**config.mk**
```make
export PLATFORM = sky130hd
export DESIGN_NAME = pmbist_response_analyzer
export DESIGN_NICKNAME = d
export VERILOG_FILES = /design/src/rtl/pmbist_response_analyzer.sv
export SDC_FILE = /design/constraint.sdc
export NUM_CORES = 1
export LEC_CHECK = 0
export BUFFER_PORTS_ARGS = -buffer_cell sky130_fd_sc_hd__buf_2
export CORE_UTILIZATION = 50
export CTS_BUF_LIST = sky130_fd_sc_hd__clkbuf_8
export DETAILED_ROUTE_END_ITERATION = 10
export GPL_ROUTABILITY_DRIVEN = 0
export GPL_TIMING_DRIVEN = 0
export PLACE_DENSITY = 0.7
export SYNTH_ARGS = -nofsm -noshare
export SYNTH_HDL_FRONTEND = slang
export SYNTH_SLANG_ARGS = --single-unit
```
**constraint.sdc**
```tcl
create_clock -name clk -period 3.2 [get_ports clk]
set_clock_uncertainty 0.2 [all_clocks]
set_input_delay 0.32 -clock clk [delete_from_list [all_inputs] [get_ports clk]]
set_output_delay 0.32 -clock clk [all_outputs]
set_load 0.03 [all_outputs]
```
**src/rtl/pmbist_response_analyzer.sv**
```systemverilog
// PMBIST read-side response analyzer: two-stage compare pipeline, sticky fail/overflow
// flags, a saturating fail counter and a first-word-fall-through log of failing addresses.
module pmbist_response_analyzer #(
  parameter int ADDR_WIDTH = 8,
  parameter int DATA_WIDTH = 8,
  parameter int LOG_DEPTH  = 4,
  parameter int CNT_WIDTH  = 8
) (
  input  logic                  clk,
  input  logic                  rst,
  input  logic                  clr_in,
  input  logic                  cmp_en_in,
  input  logic [ADDR_WIDTH-1:0] tas_in,
  input  logic [DATA_WIDTH-1:0] exp_in,
  input  logic [DATA_WIDTH-1:0] rd_data_in,
  output logic                  fail_out,
  output logic [CNT_WIDTH-1:0]  fail_cnt_out,
  output logic                  ovf_out,
  output logic                  log_valid_out,
  output logic [ADDR_WIDTH-1:0] log_addr_out,
  output logic [DATA_WIDTH-1:0] log_syn_out,
  input  logic                  log_ready_in
);

  localparam int PTR_W = $clog2(LOG_DEPTH);
  localparam logic [PTR_W:0] DEPTH_C = (PTR_W+1)'(LOG_DEPTH);
  localparam logic [PTR_W:0] OCC_ONE = (PTR_W+1)'(1);

  logic                  s1_valid;
  logic [ADDR_WIDTH-1:0] s1_addr;
  logic [DATA_WIDTH-1:0] s1_exp;
  logic [DATA_WIDTH-1:0] s1_rd;

  logic                  s2_valid;
  logic [ADDR_WIDTH-1:0] s2_addr;
  logic [DATA_WIDTH-1:0] s2_syn;

  logic [ADDR_WIDTH-1:0] addr_mem [LOG_DEPTH];
  logic [DATA_WIDTH-1:0] syn_mem  [LOG_DEPTH];
  logic [PTR_W-1:0]      wr_ptr;
  logic [PTR_W-1:0]      rd_ptr;
  logic [PTR_W:0]        count;

  logic                  fail_q;
  logic                  ovf_q;
  logic [CNT_WIDTH-1:0]  cnt_q;

  logic mis;
  logic full;
  logic not_empty;
  logic pop;
  logic push;
  logic drop;

  // Data fields load every cycle; only the valid bits are cleared by clr_in.
  always_ff @(posedge clk or negedge rst) begin
    if (!rst) begin
      s1_valid <= 1'b0;
      s1_addr  <= '0;
      s1_exp   <= '0;
      s1_rd    <= '0;
      s2_valid <= 1'b0;
      s2_addr  <= '0;
      s2_syn   <= '0;
    end else begin
      s1_valid <= cmp_en_in & ~clr_in;
      s1_addr  <= tas_in;
      s1_exp   <= exp_in;
      s1_rd    <= rd_data_in;
      s2_valid <= s1_valid & ~clr_in;
      s2_addr  <= s1_addr;
      s2_syn   <= s1_exp ^ s1_rd;
    end
  end

  always_comb begin
    mis       = s2_valid && (s2_syn != '0);
    full      = (count == DEPTH_C);
    not_empty = (count != '0);
    pop       = not_empty & log_ready_in;
    push      = mis & (~full | pop);
    drop      = mis & full & ~pop;
  end

  always_ff @(posedge clk or negedge rst) begin
    if (!rst) begin
      fail_q <= 1'b0;
      ovf_q  <= 1'b0;
      cnt_q  <= '0;
      wr_ptr <= '0;
      rd_ptr <= '0;
      count  <= '0;
    end else if (clr_in) begin
      fail_q <= 1'b0;
      ovf_q  <= 1'b0;
      cnt_q  <= '0;
      wr_ptr <= '0;
      rd_ptr <= '0;
      count  <= '0;
    end else begin
      if (mis) begin
        fail_q <= 1'b1;
        if (!(&cnt_q)) cnt_q <= cnt_q + 1'b1;
      end
      if (drop) ovf_q <= 1'b1;
      if (push) wr_ptr <= wr_ptr + 1'b1;
      if (pop)  rd_ptr <= rd_ptr + 1'b1;
      case ({push, pop})
        2'b10:   count <= count + OCC_ONE;
        2'b01:   count <= count - OCC_ONE;
        default: count <= count;
      endcase
    end
  end

  // Log storage needs no reset: pointers and occupancy decide what is visible.
  always_ff @(posedge clk) begin
    if (push && !clr_in) begin
      addr_mem[wr_ptr] <= s2_addr;
      syn_mem[wr_ptr]  <= s2_syn;
    end
  end

  assign fail_out      = fail_q;
  assign ovf_out       = ovf_q;
  assign fail_cnt_out  = cnt_q;
  assign log_valid_out = not_empty;
  assign log_addr_out  = not_empty ? addr_mem[rd_ptr] : '0;
  assign log_syn_out   = not_empty ? syn_mem[rd_ptr]  : '0;

endmodule
```
==> metrics.txt, run 1 <==
Max Slew Vio Count 0; CP required 2680 ps; CTS Sinks approximately 120; Synth Register Bits 123; power density over cell area 707 nW/µm²; RR Startpoint s2_syn[5]; Layout Cell Area excl Fill ~5700 µm²; LEAKAGE 2.25 nW; DR DRC count 3; RR Endpoint count[2]; first-pass GRT wire length 13000 µm; H-tree depth 4; post-CTS sizing 0; FF-to-FF path depth 9; Tcrit/Tclk final 0.970; postcts setup bufs 0; number of global-route vias before repair 2617; cts bufs inserted 17; std cell rows 34; CP Capture Type primary output; clock slew at reported path FFs roughly 70 ps; TritonRoute pass-1 iters 8; Die W 97.9 µm; Tmin final 3100 ps; RSZ-0062 raised after global routing false; setup TNS 0 ps; number of enable flip-flop cells after synthesis 64; final hold violation count 0; Syn Nets 302; peak supply drop roughly 0.42 mV; Tightest Hold Check Type input pin to flop; Synth top cells by count edfxtp_1 (64), dfrtp_1 (59), and2_1 (21); CP endpoint log_syn_out[4]; Hold Crit Start clr_in; dpl hpwl 4960 µm; Post-Place Cell Area approximately 5000 µm²; failing checks design-rule violations; Setup WS pre-CTS 251 ps; Area Growth Syn to Fin 23.8%; worst hold slack 75.8 ps; highest fanout seen on the critical path 10; Initial Util 0.522; crit path from rd_ptr[1]; I/O Buffers 55; Ys Warns 0; io pins 56; die area approximately 9600 µm²; Die H 97.9 µm; Max Cap Viol 0; Nets between 400 and 500; share of cells above drive strength 1 0.297; r2r setup slk 160 ps; final setup fails 0; Synth area leader edfxtp_1; Routed WL 8070 µm; global route overflow 0; Worst-Skew Late Latency between 400 and 500 ps; startpoint types flop; worst setup margin between 90 and 100 ps; distinct cell type count after synthesis 37; DR WL/cell 16.5 µm; worst slew pin tran 876 ps; worst rel slew slack 0.416; vias 2580; Avg Inst Size Synth 17.2 µm²; Clock Tree Buf Depth 2; CP arrival 2580 ps; Antenna Diode Count 0; status finished with violations; CTS root buffer clkbuf_8; Synth Flop Type edfxtp_1; placed cell count 430; Max Clk Rate around 320 MHz; top-area cell type share of the netlist area 0.418; register area share after synthesis 0.740; Core ar. 8810 µm²; remaining antenna violation count 0; Post-Layout Cell Count approximately 490; CTS tree built; vias per cell 5.29; pin count of the biggest net entering global routing 60; Mapped Area approximately 4600 µm²; initial antenna violation count 0; Async SR Flop Fraction 0.480; top post-synthesis cells by area edfxtp_1 (42%), dfrtp_1 (32%), mux4_2 (7.8%); Starting DRT DRC Count 139; Crit Path Class flop to primary output; Syn Inst Count 267; count leader, synth edfxtp_1; Total GRT Usage 0.184
worst min-delay path by stage:
stage / slack [ps] / end / cells past startpoint
after detailed placement: 140 / s2_addr[6] / 0
after global routing: 70 / count[0] / 3
final: 80 / count[0] / 3
after floorplan: -180 / count[0] / 0
after global placement: 140 / s2_addr[3] / 0
after CTS: 20 / count[1] / 1
metrics by stage:
stage	util	total power [mW]
global route	0.646	4.18
CTS	0.645	4.06
detailed placement	0.568	2.62
global placement	0.568	2.60
floorplan	-	2.38
finish	0.646	4.02
registers in the layout, indices dropped and copies added (netlist names):
register and flops:
addr_mem 32, syn_mem 32, ovf_out 1, fail_out 1, s1_exp 8, fail_cnt_out 8
s2_addr 8, count 3, s1_addr 8, s1_valid 1, wr_ptr 2, s2_syn 8
s1_rd 8, s2_valid 1, rd_ptr 2
placed cells by master, fill, tap and decap left out, types with 3 or more instances in the layout:
| master | instances |
|---|---|
| dlygate4sd3_1 | 26 |
| nor2_1 | 18 |
| xor2_1 | 9 |
| and2_1 | 21 |
| clkbuf_8 | 17 |
| edfxtp_1 | 64 |
| ha_1 | 5 |
| buf_2 | 57 |
| mux4_2 | 16 |
| a31oi_1 | 3 |
| bufinv_16 | 3 |
| inv_1 | 6 |
| dfrtp_1 | 59 |
| clkbuf_1 | 5 |
| o211ai_1 | 4 |
| nand2_1 | 3 |
| nand3_1 | 5 |
| clkinv_4 | 5 |
| o21ai_0 | 4 |
| o31ai_1 | 3 |
| inv_6 | 4 |
| a21oi_1 | 6 |
| nor2b_1 | 4 |
| or4_1 | 3 |
report_power, final:
group	internal, mW	switching (mW)
combinational	0.329	0.492
sequential	1.73	0.0452
clock	0.782	0.642
layer usage:
metal	vias to the layer above	GRT usage	share of wire
met5	-	0	0
met4	0	0.0734	0.014
met3	11	0.0530	0.045
met2	80	0.304	0.51
met1	1298	0.230	0.43
li1	1191	-	-
worst max-delay path, stage by stage (launching register included):
cell and delay [ps]:
dfrtp_1 330, clkbuf_1 470, buf_1 600, mux4_2 400
and2_1 190, buf_2 180
final cells by class:
cell class	count	area, µm²
tap	108	135
timing repair buffer	81	538
sequential	123	3400
multi-input combinational	128	1120
buffer	10	48.8
inverter	6	22.5
clock buffer	17	234
clock inverter	15	188
fill	633	3120
cell families (layout without fill, tap and decap cells):
| group | Yosys count | in the layout | synth area share |
|---|---|---|---|
| simple gates | 66 | 66 | 0.0817 |
| buf+inv | 16 | 129 | 0.0155 |
| xor+xnor | 11 | 11 | 0.0210 |
| fa+ha+maj | 6 | 6 | 0.0180 |
| compound gates | 25 | 25 | 0.0365 |
| flops | 123 | 123 | 0.740 |
| mux | 20 | 20 | 0.0877 |
repair_timing:
item | CTS | global route
endpoints found under the setup margin | 0 | 0
hold endpoints to repair | 25 | 59
hold buffers | 25 | 1
(Power assumes the default switching activity.)
==> run 2: changes to the inputs <==
--- a/config.mk
+++ b/config.mk
@@ -7,4 +7,5 @@
 export LEC_CHECK = 0
 export BUFFER_PORTS_ARGS = -buffer_cell sky130_fd_sc_hd__buf_2
+export CORE_MARGIN = 2
 export CORE_UTILIZATION = 50
 export CTS_BUF_LIST = sky130_fd_sc_hd__clkbuf_8
==> constraint.sdc (replaced) <==
create_clock -name clk -period 3.2 [get_ports clk]
set_clock_uncertainty 0.2 [all_clocks]
set_input_delay 0.32 -clock clk [delete_from_list [all_inputs] [get_ports clk]]
set_output_delay 0.32 -clock clk [all_outputs]
set_load 0.005 [all_outputs]
==> run 2 against run 1 <==
The flow now finishes without violations. Sequential share of layout area grew 0.053 points. Die area is 4.1% higher. Clock power shrank 3%. Worst setup slack gained 150 ps. Critical path depth increased by 4. Core utilization is 0.057 points lower. Largest cell class unchanged. Largest power group unchanged.
==> metrics.txt, run 2 (synthesis gave the netlist of run 1 again) <==
status finished, final reports clean (was finished with violations); CTS root buffer clkbuf_8 (unchanged); routed wl met2 3880 µm (was 4110 µm); Area Growth Syn to Fin 23.7% (was 23.8%); Die W 99.9 µm (was 97.9 µm); Max Clk Rate 338 MHz (was 322 MHz); Antenna Diode Count 0 (unchanged); power density over cell area 665 nW/µm² (was 707 nW/µm²); final setup fails 0 (unchanged); Crit Path Class flop to flop (was flop to primary output); Starting DRT DRC Count 146 (was 139); CP endpoint count[2] (was log_syn_out[4]); peak supply drop 0.368 mV (was 0.417 mV); CP arrival 3090 ps (was 2580 ps); Tightest Hold Check Type input pin to flop (unchanged); worst rel slew slack 0.411 (was 0.416); die area 9970 µm² (was 9580 µm²); std cell rows 34 (unchanged); Max Used Layer met4 (unchanged); CP required 3330 ps (was 2680 ps); worst hold slack 95.6 ps (was 75.8 ps); H-tree depth 4 (unchanged); Post-Layout Cell Count 488 (unchanged); crit path from s2_syn[5] (was rd_ptr[1]); number of global-route vias before repair 2663 (was 2617); TritonRoute pass-1 iters 4 (was 8); DR DRC count 0 (was 3); multi-input gate area in the final layout 1120 µm² (unchanged); Total GRT Usage 0.175 (was 0.184); FF-to-FF path depth 9 (unchanged); Core ar. 8810 µm² (unchanged); most common cell after layout, fill and taps aside edfxtp_1 (unchanged); Max Cap Viol 0 (unchanged); Tcrit/Tclk final 0.924 (was 0.970); I/O Buffers 55 (unchanged); Finished Core Util 0.645 (was 0.646); RSZ-0062 raised after global routing false (unchanged); met3 WL 362 µm (was 364 µm); Top Registers addr_mem (32), syn_mem (32) (unchanged); Tmin final 2960 ps (was 3100 ps); postcts setup bufs 0 (unchanged); Routed WL 7730 µm (was 8070 µm); final hold violation count 0 (unchanged); worst slew pin tran 884 ps (was 876 ps); Max Slew Vio Count 0 (unchanged); r2r setup slk 240 ps (was 160 ps); Die H 99.9 µm (was 97.9 µm); cts bufs inserted 17 (unchanged); vias 2517 (was 2580); vias per cell 5.16 (was 5.29); delay-heaviest family, CP simple AND/OR/NAND/NOR gates (was buffers and inverters); share of cells above drive strength 1 0.300 (was 0.297); Storage cell area 3400 µm² (unchanged); Nets 402 (unchanged); CTS Sinks 123 (unchanged); Overall Power 3.78 mW (was 4.02 mW); Post-Place Cell Area 5000 µm² (unchanged); clock slew at reported path FFs 70 ps (about the same); worst path cell trace or4_4 > o21ai_1 > clkbuf_4 > nand2_1 > fa_1 > nor3_1 > o211ai_1 > o41a_1 > a31oi_1 (was clkbuf_1 > buf_1 > mux4_2 > and2_1 > buf_2); worst setup margin 244 ps (was 97.4 ps); CP max-delay cell or4_4 (was buf_1); Setup WS pre-CTS 239 ps (was 251 ps); first-pass GRT wire length 12900 µm (was 13000 µm); commonest non-fill, non-tap cells in the layout edfxtp_1 (64), dfrtp_1 (59), buf_2 (56) (was edfxtp_1 (64), dfrtp_1 (59), buf_2 (57)); initial antenna violation count 0 (unchanged); Worst-Skew Late Latency 410 ps (was 430 ps); RR Endpoint count[2] (unchanged); Clock Tree Buf Depth 2 (unchanged); pin count of the biggest net entering global routing 60 (unchanged); RR Startpoint s2_syn[5] (unchanged); Layout Cell Area excl Fill 5680 µm² (was 5690 µm²); M1 WL 3450 µm (was 3490 µm); dpl hpwl 4740 µm (was 4960 µm); LEAKAGE 2.25 nW (about the same); placed cell count 430 (unchanged); CTS tree built (unchanged); Initial Util 0.522 (unchanged); remaining antenna violation count 0 (unchanged); fill count 604 (was 633); Worst path max stage delay 610 ps (was 600 ps); highest fanout seen on the critical path 10 (unchanged); CP Capture Type flop (was primary output); CP Depth 9 (was 5); DR WL/cell 15.8 µm (was 16.5 µm); io pins 56 (unchanged); Buf+Inv Stages, Crit Path 1 (was 3); global route overflow 0 (unchanged); startpoint types flop (unchanged); setup TNS 0 ps (unchanged)
-- run 2: cell count changes in the layout (fill, tap and decap cells not counted) --
| cell | previous run | this run |
|---|---|---|
| clkinv_4 | 5 | 1 |
| inv_6 | 4 | 7 |
| clkbuf_8 | 17 | 19 |
| buf_2 | 57 | 56 |
| bufinv_16 | 3 | 2 |
| clkbuf_4 | 0 | 1 |
| clkinv_1 | 1 | 0 |
| clkinvlp_4 | 2 | 3 |
| o21ai_0 | 4 | 3 |
| o21ai_1 | 0 | 1 |
-- run 2: how the worst min path moves through the flow --
stage,start,slack [ps],cells past startpoint,end
final,clr_in,100,3,count[0]
after global routing,clr_in,70,3,count[1]
after CTS,rst,20,1,s1_addr[1]
after detailed placement,s1_addr[7],130,0,s2_addr[7]
after global placement,s1_addr[1],130,0,s2_addr[1]
after floorplan,rst,-180,0,count[0]
-- run 2: final cells by class --
class / count / share of cell area
Clock buffer: 19 / 0.0460
Multi-Input combinational cell: 128 / 0.198
Tap cell: 108 / 0.0238
Buffer: 10 / 0.00902
Clock inverter: 13 / 0.0269
Timing Repair Buffer: 81 / 0.0947
Inverter: 6 / 0.00396
Sequential cell: 123 / 0.598
-- run 2: metal layers --
metal	vias up	global-route usage
met4	0	0.0695
met3	2	0.0627
met2	67	0.273
met1	1252	0.229
li1	1196	-
met5	-	0
-- run 2: worst register-to-register path: cells and delay by family (launching register included) --
family          cells  cell delay [ps]
simple gates        3              890
flops               1              440
buf+inv             1              250
fa+ha+maj           1              410
compound gates      4              690
-- run 2: where the power goes --
part | internal (mW) | total, mW | switching [mW]
sequential | 1.73 | 1.78 | 0.0453
combinational | 0.325 | 0.620 | 0.295
clock | 0.752 | 1.38 | 0.628
total | 2.81 | 3.78 | 0.968
-- run 2: what timing repair did --
item	in CTS	in global routing
gates resized for setup	0	2
endpoints found under the hold margin	25	59
hold buffers	25	1
endpoints found under the setup margin	0	1
